File: src/rtl/btn_pkg.sv
// Shared definitions for the push-button conditioner: button indices,
// default timing constants and the per-channel state encoding.
package btn_pkg;

    localparam int BTN_UP     = 0;
    localparam int BTN_DOWN   = 1;
    localparam int BTN_LEFT   = 2;
    localparam int BTN_RIGHT  = 3;
    localparam int BTN_MIDDLE = 4;

    localparam int DEF_TICK_CYCLES    = 100000;
    localparam int DEF_DEBOUNCE_TICKS = 20;
    localparam int DEF_LONG_TICKS     = 1000;
    localparam int DEF_REPEAT_TICKS   = 200;

    typedef logic [1:0] btn_state_t;

    localparam btn_state_t ST_IDLE    = 2'd0;
    localparam btn_state_t ST_PRESSED = 2'd1;
    localparam btn_state_t ST_HELD    = 2'd2;

endpackage

File: src/rtl/btn_channel.sv
// One button: two-flop synchroniser, tick-based debounce and IDLE/PRESSED/HELD
// state machine. Auto-repeat in HELD is built only when BTN_REPEAT_EN is defined.
module btn_channel
    import btn_pkg::*;
#(
    parameter int DEBOUNCE_TICKS = DEF_DEBOUNCE_TICKS,
    parameter int LONG_TICKS     = DEF_LONG_TICKS,
    parameter int REPEAT_TICKS   = DEF_REPEAT_TICKS
) (
    input  logic clk,
    input  logic rst,
    input  logic tick,
    input  logic raw,
    output logic level,
    output logic press_pulse,
    output logic release_pulse,
    output logic long_pulse
);

    localparam int DB_W   = $clog2(DEBOUNCE_TICKS + 1);
    localparam int HOLD_W = $clog2(LONG_TICKS + 1);

    logic              sync_q1;
    logic              sync_q2;
    logic [DB_W-1:0]   db_cnt;
    logic [HOLD_W-1:0] hold_cnt;
    btn_state_t        state;
    logic              accept;
    logic              accept_press;
    logic              accept_release;
    logic              hold_done;
    logic              repeat_fire;

    // NOTE: sequential state uses non-blocking assignments so every flop
    // samples the pre-edge value; blocking here would collapse the two
    // synchroniser stages into one.
    always_ff @(posedge clk) begin
        if (rst) begin
            sync_q1 <= 1'b0;
            sync_q2 <= 1'b0;
        end else begin
            sync_q1 <= raw;
            sync_q2 <= sync_q1;
        end
    end

    // The tick that would bring the counter to DEBOUNCE_TICKS is the one that flips the level.
    assign accept         = tick && (sync_q2 != level) && (db_cnt == DB_W'(DEBOUNCE_TICKS - 1));
    assign accept_press   = accept && !level;
    assign accept_release = accept && level;
    assign hold_done      = tick && (state == ST_PRESSED) && (hold_cnt == HOLD_W'(LONG_TICKS - 1));

    always_ff @(posedge clk) begin
        if (rst) begin
            db_cnt <= '0;
            level  <= 1'b0;
        end else if (sync_q2 == level) begin
            db_cnt <= '0;
        end else if (accept) begin
            db_cnt <= '0;
            level  <= ~level;
        end else if (tick) begin
            db_cnt <= db_cnt + 1'b1;
        end
    end

`ifdef BTN_REPEAT_EN
    localparam int REP_W = $clog2(REPEAT_TICKS + 1);

    logic [REP_W-1:0] rep_cnt;

    assign repeat_fire = tick && (state == ST_HELD) && !accept_release
                         && (rep_cnt == REP_W'(REPEAT_TICKS - 1));

    // Leaving HELD (release or reset) zeroes the counter, so each entry starts fresh.
    always_ff @(posedge clk) begin
        if (rst || (state != ST_HELD) || repeat_fire) begin
            rep_cnt <= '0;
        end else if (tick) begin
            rep_cnt <= rep_cnt + 1'b1;
        end
    end
`else
    assign repeat_fire = 1'b0;
`endif

    always_ff @(posedge clk) begin
        if (rst) begin
            state         <= ST_IDLE;
            hold_cnt      <= '0;
            press_pulse   <= 1'b0;
            release_pulse <= 1'b0;
            long_pulse    <= 1'b0;
        end else begin
            press_pulse   <= accept_press || repeat_fire;
            release_pulse <= accept_release;
            long_pulse    <= 1'b0;
            case (state)
                ST_IDLE: begin
                    hold_cnt <= '0;
                    if (accept_press) state <= ST_PRESSED;
                end
                ST_PRESSED: begin
                    if (accept_release) begin
                        state    <= ST_IDLE;
                        hold_cnt <= '0;
                    end else if (hold_done) begin
                        state      <= ST_HELD;
                        hold_cnt   <= HOLD_W'(LONG_TICKS);
                        long_pulse <= 1'b1;
                    end else if (tick) begin
                        hold_cnt <= hold_cnt + 1'b1;
                    end
                end
                ST_HELD: begin
                    if (accept_release) begin
                        state    <= ST_IDLE;
                        hold_cnt <= '0;
                    end
                end
                default: begin
                    state    <= ST_IDLE;
                    hold_cnt <= '0;
                end
            endcase
        end
    end

endmodule

File: src/rtl/button_conditioner.sv
// Board push-button front end: shared 1 ms tick divider plus NBTN conditioned
// channels. Define BTN_REPEAT_EN to enable auto-repeat of btn_press while held.
module button_conditioner
    import btn_pkg::*;
#(
    parameter int NBTN           = 5,
    parameter int TICK_CYCLES    = DEF_TICK_CYCLES,
    parameter int DEBOUNCE_TICKS = DEF_DEBOUNCE_TICKS,
    parameter int LONG_TICKS     = DEF_LONG_TICKS,
    parameter int REPEAT_TICKS   = DEF_REPEAT_TICKS
) (
    input  logic            clk,
    input  logic            rst,
    input  logic [NBTN-1:0] btn_raw,
    output logic [NBTN-1:0] btn_level,
    output logic [NBTN-1:0] btn_press,
    output logic [NBTN-1:0] btn_release,
    output logic [NBTN-1:0] btn_long,
    output logic            tick
);

    localparam int TICK_W = $clog2(TICK_CYCLES + 1);

    logic [TICK_W-1:0] tick_cnt;

    assign tick = (tick_cnt == TICK_W'(TICK_CYCLES - 1));

    always_ff @(posedge clk) begin
        if (rst || tick) begin
            tick_cnt <= '0;
        end else begin
            tick_cnt <= tick_cnt + 1'b1;
        end
    end

    for (genvar i = 0; i < NBTN; i++) begin : g_ch
        btn_channel #(
            .DEBOUNCE_TICKS (DEBOUNCE_TICKS),
            .LONG_TICKS     (LONG_TICKS),
            .REPEAT_TICKS   (REPEAT_TICKS)
        ) u_channel (
            .clk           (clk),
            .rst           (rst),
            .tick          (tick),
            .raw           (btn_raw[i]),
            .level         (btn_level[i]),
            .press_pulse   (btn_press[i]),
            .release_pulse (btn_release[i]),
            .long_pulse    (btn_long[i])
        );
    end

endmodule

File: config.mk
export PLATFORM = sky130hd
export DESIGN_NAME = button_conditioner
export DESIGN_NICKNAME = d
export VERILOG_FILES = /design/src/rtl/btn_pkg.sv /design/src/rtl/btn_channel.sv /design/src/rtl/button_conditioner.sv
export SDC_FILE = /design/constraint.sdc
export NUM_CORES = 1
export LEC_CHECK = 0
export ABC_AREA = 0
export CAP_MARGIN = 25
export CORE_MARGIN = 8
export CORE_UTILIZATION = 44
export CTS_CLUSTER_DIAMETER = 200
export DETAILED_ROUTE_END_ITERATION = 10
export PLACE_DENSITY_LB_ADDON = 0.15
export SLEW_MARGIN = 20
export SYNTH_ARGS = -nofsm -noshare
export SYNTH_HDL_FRONTEND = slang
export SYNTH_SLANG_ARGS = --single-unit
export TNS_END_PERCENT = 100
File: constraint.sdc
create_clock -name clk -period 5.4 [get_ports clk]
set_input_delay 1.08 -clock clk [delete_from_list [all_inputs] [get_ports clk]]
set_output_delay 1.08 -clock clk [all_outputs]
set_load 0.03 [all_outputs]
* After elaboration in Yosys (flattened, before gate mapping)
Index checks and enable logic that the tools add are counted.
** Storage, ports and cells
- Bits of input ports :: 7
- Output and inout bits :: 21
- Word-level logic and storage cells :: 244
- Register bits after elaboration :: 132
** Cells by class
- Reductions and logical operators :: 66
- Mux-type cells :: 55
- Bitwise gates (word level) :: 15
- $add $sub $neg :: 11
- Equality and inequality tests :: 51
** Operator list (count)
- 10-bit 2-to-1 mux :: 20
- 10-bit case mux with 2 select lines :: 5
- 10-bit by 1-bit adder with 10-bit output, second input constant :: 5
- 10-bit == test, second input constant :: 5
- 2-bit 2-to-1 mux :: 20
- 1-bit logical AND :: 30
- 2-bit case mux with 3 select lines :: 5
- 3-bit OR reduction :: 10
- 5-bit by 1-bit adder with 5-bit output, second input constant :: 5
- 5-bit == test, second input constant :: 5
- 2-bit by 1-bit inequality test with 1-bit output, second input constant :: 10
- 4-bit by 2-bit inequality test with 1-bit output, second input constant :: 5
- 2-bit AND reduction :: 10
- 17-bit by 1-bit adder with 17-bit output, second input constant :: 1
- 17-bit == test, second input constant :: 1
- 3-bit by 1-bit inequality test with 1-bit output, second input constant :: 5
- 1-bit NOT :: 15
- 3-bit AND reduction :: 5
- 2-bit by 1-bit == test with 1-bit output, second input constant :: 5
- 2-bit == test, second input constant :: 5
- 2-bit logical NOT :: 5
- 1-bit == test :: 5
- 1-bit logical NOT :: 5
- 1-bit 2-to-1 mux :: 5
- 2 further kinds :: 6

* Longest topological paths before layout
- Depth after elaboration :: 6
- Mapped depth :: 11
- Gate-level depth less buffers :: 8

* Modules after synthesis
From an unflattened synthesis, not the netlist that was laid out.
** Second synthesis, totals
- Cells, all modules :: 719
- Area total of the unflattened synthesis :: 6278.5 um2
** Modules (own cells, without submodules)
- btn_channel :: area an instance 1099.8 um2, instances 5, seq. area each 460.4 um2, cells an instance 126
- button_conditioner :: area an instance 779.5 um2, instances 1, seq. area each 340.3 um2, cells an instance 89

* Worst setup path before layout
Ideal clock, no wire load.
- Path kind :: reg-to-output
- From :: reg tick_cnt[0]
- To :: out tick
- Buffers on the path :: 3
- Required time :: 4.320 ns
- Cell stages (with the launch flop) :: 8
- Slack :: 2.802 ns
- Arrival time :: 1.518 ns
- Path through :: dfxtp_1 ha_1 and4_1 buf_4 nand4_4 inv_1 buf_2 buf_2
** Between the ends
- Word-level cells in the longest chain between the ends :: 1
** Ends and longest elaborated chain
- start: declaration :: RTL line button_conditioner.sv:24 : logic [TICK_W-1:0] tick_cnt;
- start signal: assignment :: RTL line button_conditioner.sv:32 : tick_cnt <= tick_cnt + 1'b1;
- 17-bit == test :: RTL line button_conditioner.sv:26 : assign tick = (tick_cnt == TICK_W'(TICK_CYCLES - 1));
- end: declaration :: RTL line button_conditioner.sv:19 : output logic tick
No other way between the ends.

* Worst setup path in the final report
Same ends and word-level chain as after synthesis.

==> out/metrics.yaml <==
status: "finished clean"
fillers: 1301
synth.avg_cell_area_um2: 8.36
clockRootBuffer: "clkbuf_16"
p_leak_nw: 2.43
final-max-slew-violation-count: 0
die_area_um2: 18400
clk_pin_slew_worst_paths_ns: 0.06
postSynth.topFlopCell: "dfxtp_1"
grt.overflow.total: 0
powerDensity_nw_per_um2: 306
whs_ns: 0.435
insertion_delay_ns: 0.42
globalplace.congestion: 0.846
ys_ff_latch: 132
drc: 0
ant_nets: 0
synth_edf_count: 0
period_share: 0.674
cp_data_required_time_ns: 4.32
hold_buffers: 0
hold_path.class: "reg -> reg"
drt-total-wl_um: 14300
hold_viol_final: 0
num_antenna_cells: 0
drt_iter0_drc: 378
netlist_area_um2: 6280
ys_warn_count: 0
path_max_fanout: 30
grt_max_degree: 55
cts_buffers: 17
place_area_um2: 6540
layout.nets: 776
wl_per_cell_um: 15.1
ctsResizeCount: 0
chipWidth_um: 135
synth_cell_types: 65
ys_seq_area_frac: 0.421
rsz0062_at_grt: "no"
ir_drop_v: 0.000206
vias: 5382
worstSetupPathType: "reg -> out"
grt_pass1_wl_um: 23900
multiInputGateArea_um2: 3340
rows: 43
max_freq_ghz: 0.275
period_needed_ns: 3.64
antenna_found_initial: 0
clockBufferDepth: 2
drt-vias-per-instance: 5.67
fin_area_um2: 7150
arrival_ns: 2.56
grt_pass1_vias: 5167
final_cell_mix: "dfxtp_1, nor2_1, nand2_1"
post_cts_buffers: 0
skew_ns: 0.00777
drive_gt1_frac: 0.0753
final_common_cell: "dfxtp_1"
cts_sinks: 132
synth-async-reset-ratio: 0
drv_cap: 0
finalSetupTns_ns: 0
die-height_um: 135
area_growth_pct: 13.9
firstDrtPassIters: 5
tritoncts: "built"
seq_area_um2: 2640
slew_headroom: 0.535
pin_count: 28
dp_hpwl_um: 9460
crit_path_end_kind: "primary output"
htreeDepth: 4
start_kind: "flip-flop"
setup_viol: 0
coreArea_um2: 13900
worst_slew_pin_slew_ns: 0.695
syn-num-nets: 769
grt_util_all_layers: 0.159
total_power_w: 0.00219
r2r_slack_ns: 2.47
io_buffers: 27
start_util: 0.451
synthCells: 751
## state kept, by name, indices dropped and copies added (netlist names)
| name | flops |
|---|---|
| g_ch.u_channel.hold_cnt | 50 |
| g_ch.u_channel.db_cnt | 25 |
| tick_cnt | 17 |
| g_ch.u_channel.state | 10 |
| g_ch.u_channel.level | 5 |
| g_ch.u_channel.long_pulse | 5 |
| g_ch.u_channel.press_pulse | 5 |
| g_ch.u_channel.release_pulse | 5 |
| g_ch.u_channel.sync_q1 | 5 |
| g_ch.u_channel.sync_q2 | 5 |
## path summary, 6_finish.rpt
check,cells after the start,startpoint,to
max,6,tick_cnt[0]$_SDFF_PP0_,tick
min,1,g_ch[4].u_channel.state[1]$_SDFFE_PP0P_,g_ch[4].u_channel.state[0]$_SDFFE_PP0P_
max reg2reg,10,tick_cnt[0]$_SDFF_PP0_,g_ch[0].u_channel.hold_cnt[2]$_SDFFE_PP0P_
min reg2reg,1,g_ch[4].u_channel.state[1]$_SDFFE_PP0P_,g_ch[4].u_channel.state[0]$_SDFFE_PP0P_
## synthesized netlist by cell type (all sizes together) (6+ instances only)
| library cell | number | area (um2) |
|---|---|---|
| a21oi | 62 | 310 |
| a31oi | 7 | 43.8 |
| and3 | 10 | 62.6 |
| and4 | 6 | 52.6 |
| buf | 34 | 224 |
| clkbuf | 9 | 33.8 |
| dfxtp | 132 | 2640 |
| ha | 11 | 138 |
| inv | 11 | 41.3 |
| nand2 | 78 | 295 |
| nand2b | 11 | 68.8 |
| nand3 | 33 | 165 |
| nand4 | 25 | 171 |
| nand4b | 6 | 52.6 |
| nor2 | 91 | 344 |
| nor2b | 22 | 138 |
| nor3 | 31 | 155 |
| nor4 | 11 | 75.1 |
| o21ai | 39 | 210 |
| or3 | 8 | 50.1 |
| xnor2 | 15 | 131 |
| xor2 | 27 | 236 |
## power by group
part | switching (W) | internal [W] | leakage [nW] | total (W)
sequential | 0.00000335 | 0.000980 | 1.07 | 0.000983
clock | 0.000430 | 0.000746 | 0.275 | 0.00118
combinational | 0.0000185 | 0.0000103 | 1.09 | 0.0000288
## cell type report
class | count | area share
Clock buffer | 19 | 0.0633
Inverter | 12 | 0.00630
Clock inverter | 12 | 0.0219
Tap cell | 180 | 0.0315
Sequential cell | 132 | 0.369
Multi-Input combinational cell | 564 | 0.466
Timing Repair Buffer | 31 | 0.0413
## through the flow
step	setup WS, ns	cells	util
after floorplan	2.80	751	-
after global placement	2.25	919	0.470
after detailed placement	2.21	919	0.470
after CTS	1.74	950	0.513
after global routing	1.65	950	0.513
final	1.76	950	0.513
## critical path, cell delays in order, from the launching register on
cell             delay, ns
dfxtp_1               0.37
ha_1                  0.21
and4_1                0.36
nand4_4               0.12
buf_4                 0.27
inv_1                 0.12
clkdlybuf4s50_1       0.67
## kinds of logic (layout without fill, tap and decap cells)
| kind of cell | count (synthesis) | after routing | synth area share |
|---|---|---|---|
| XOR/XNOR | 42 | 42 | 0.0586 |
| multiplexers | 1 | 1 | 0.00159 |
| flip-flops | 132 | 132 | 0.421 |
| buffers and inverters | 55 | 74 | 0.0482 |
| AO/OA/AOI/OAI | 152 | 152 | 0.151 |
| AND/OR/NAND/NOR | 358 | 358 | 0.298 |
| adder cells (fa/ha/maj) | 11 | 11 | 0.0219 |
## routing by layer
layer	global-route usage	part of all wire	up-vias
met5	0	0	-
met4	0.0679	0.016	0
met3	0.0434	0.038	19
met2	0.267	0.49	105
met1	0.187	0.46	2570
li1	-	-	2688
Power figures use the tool's default switching activity.
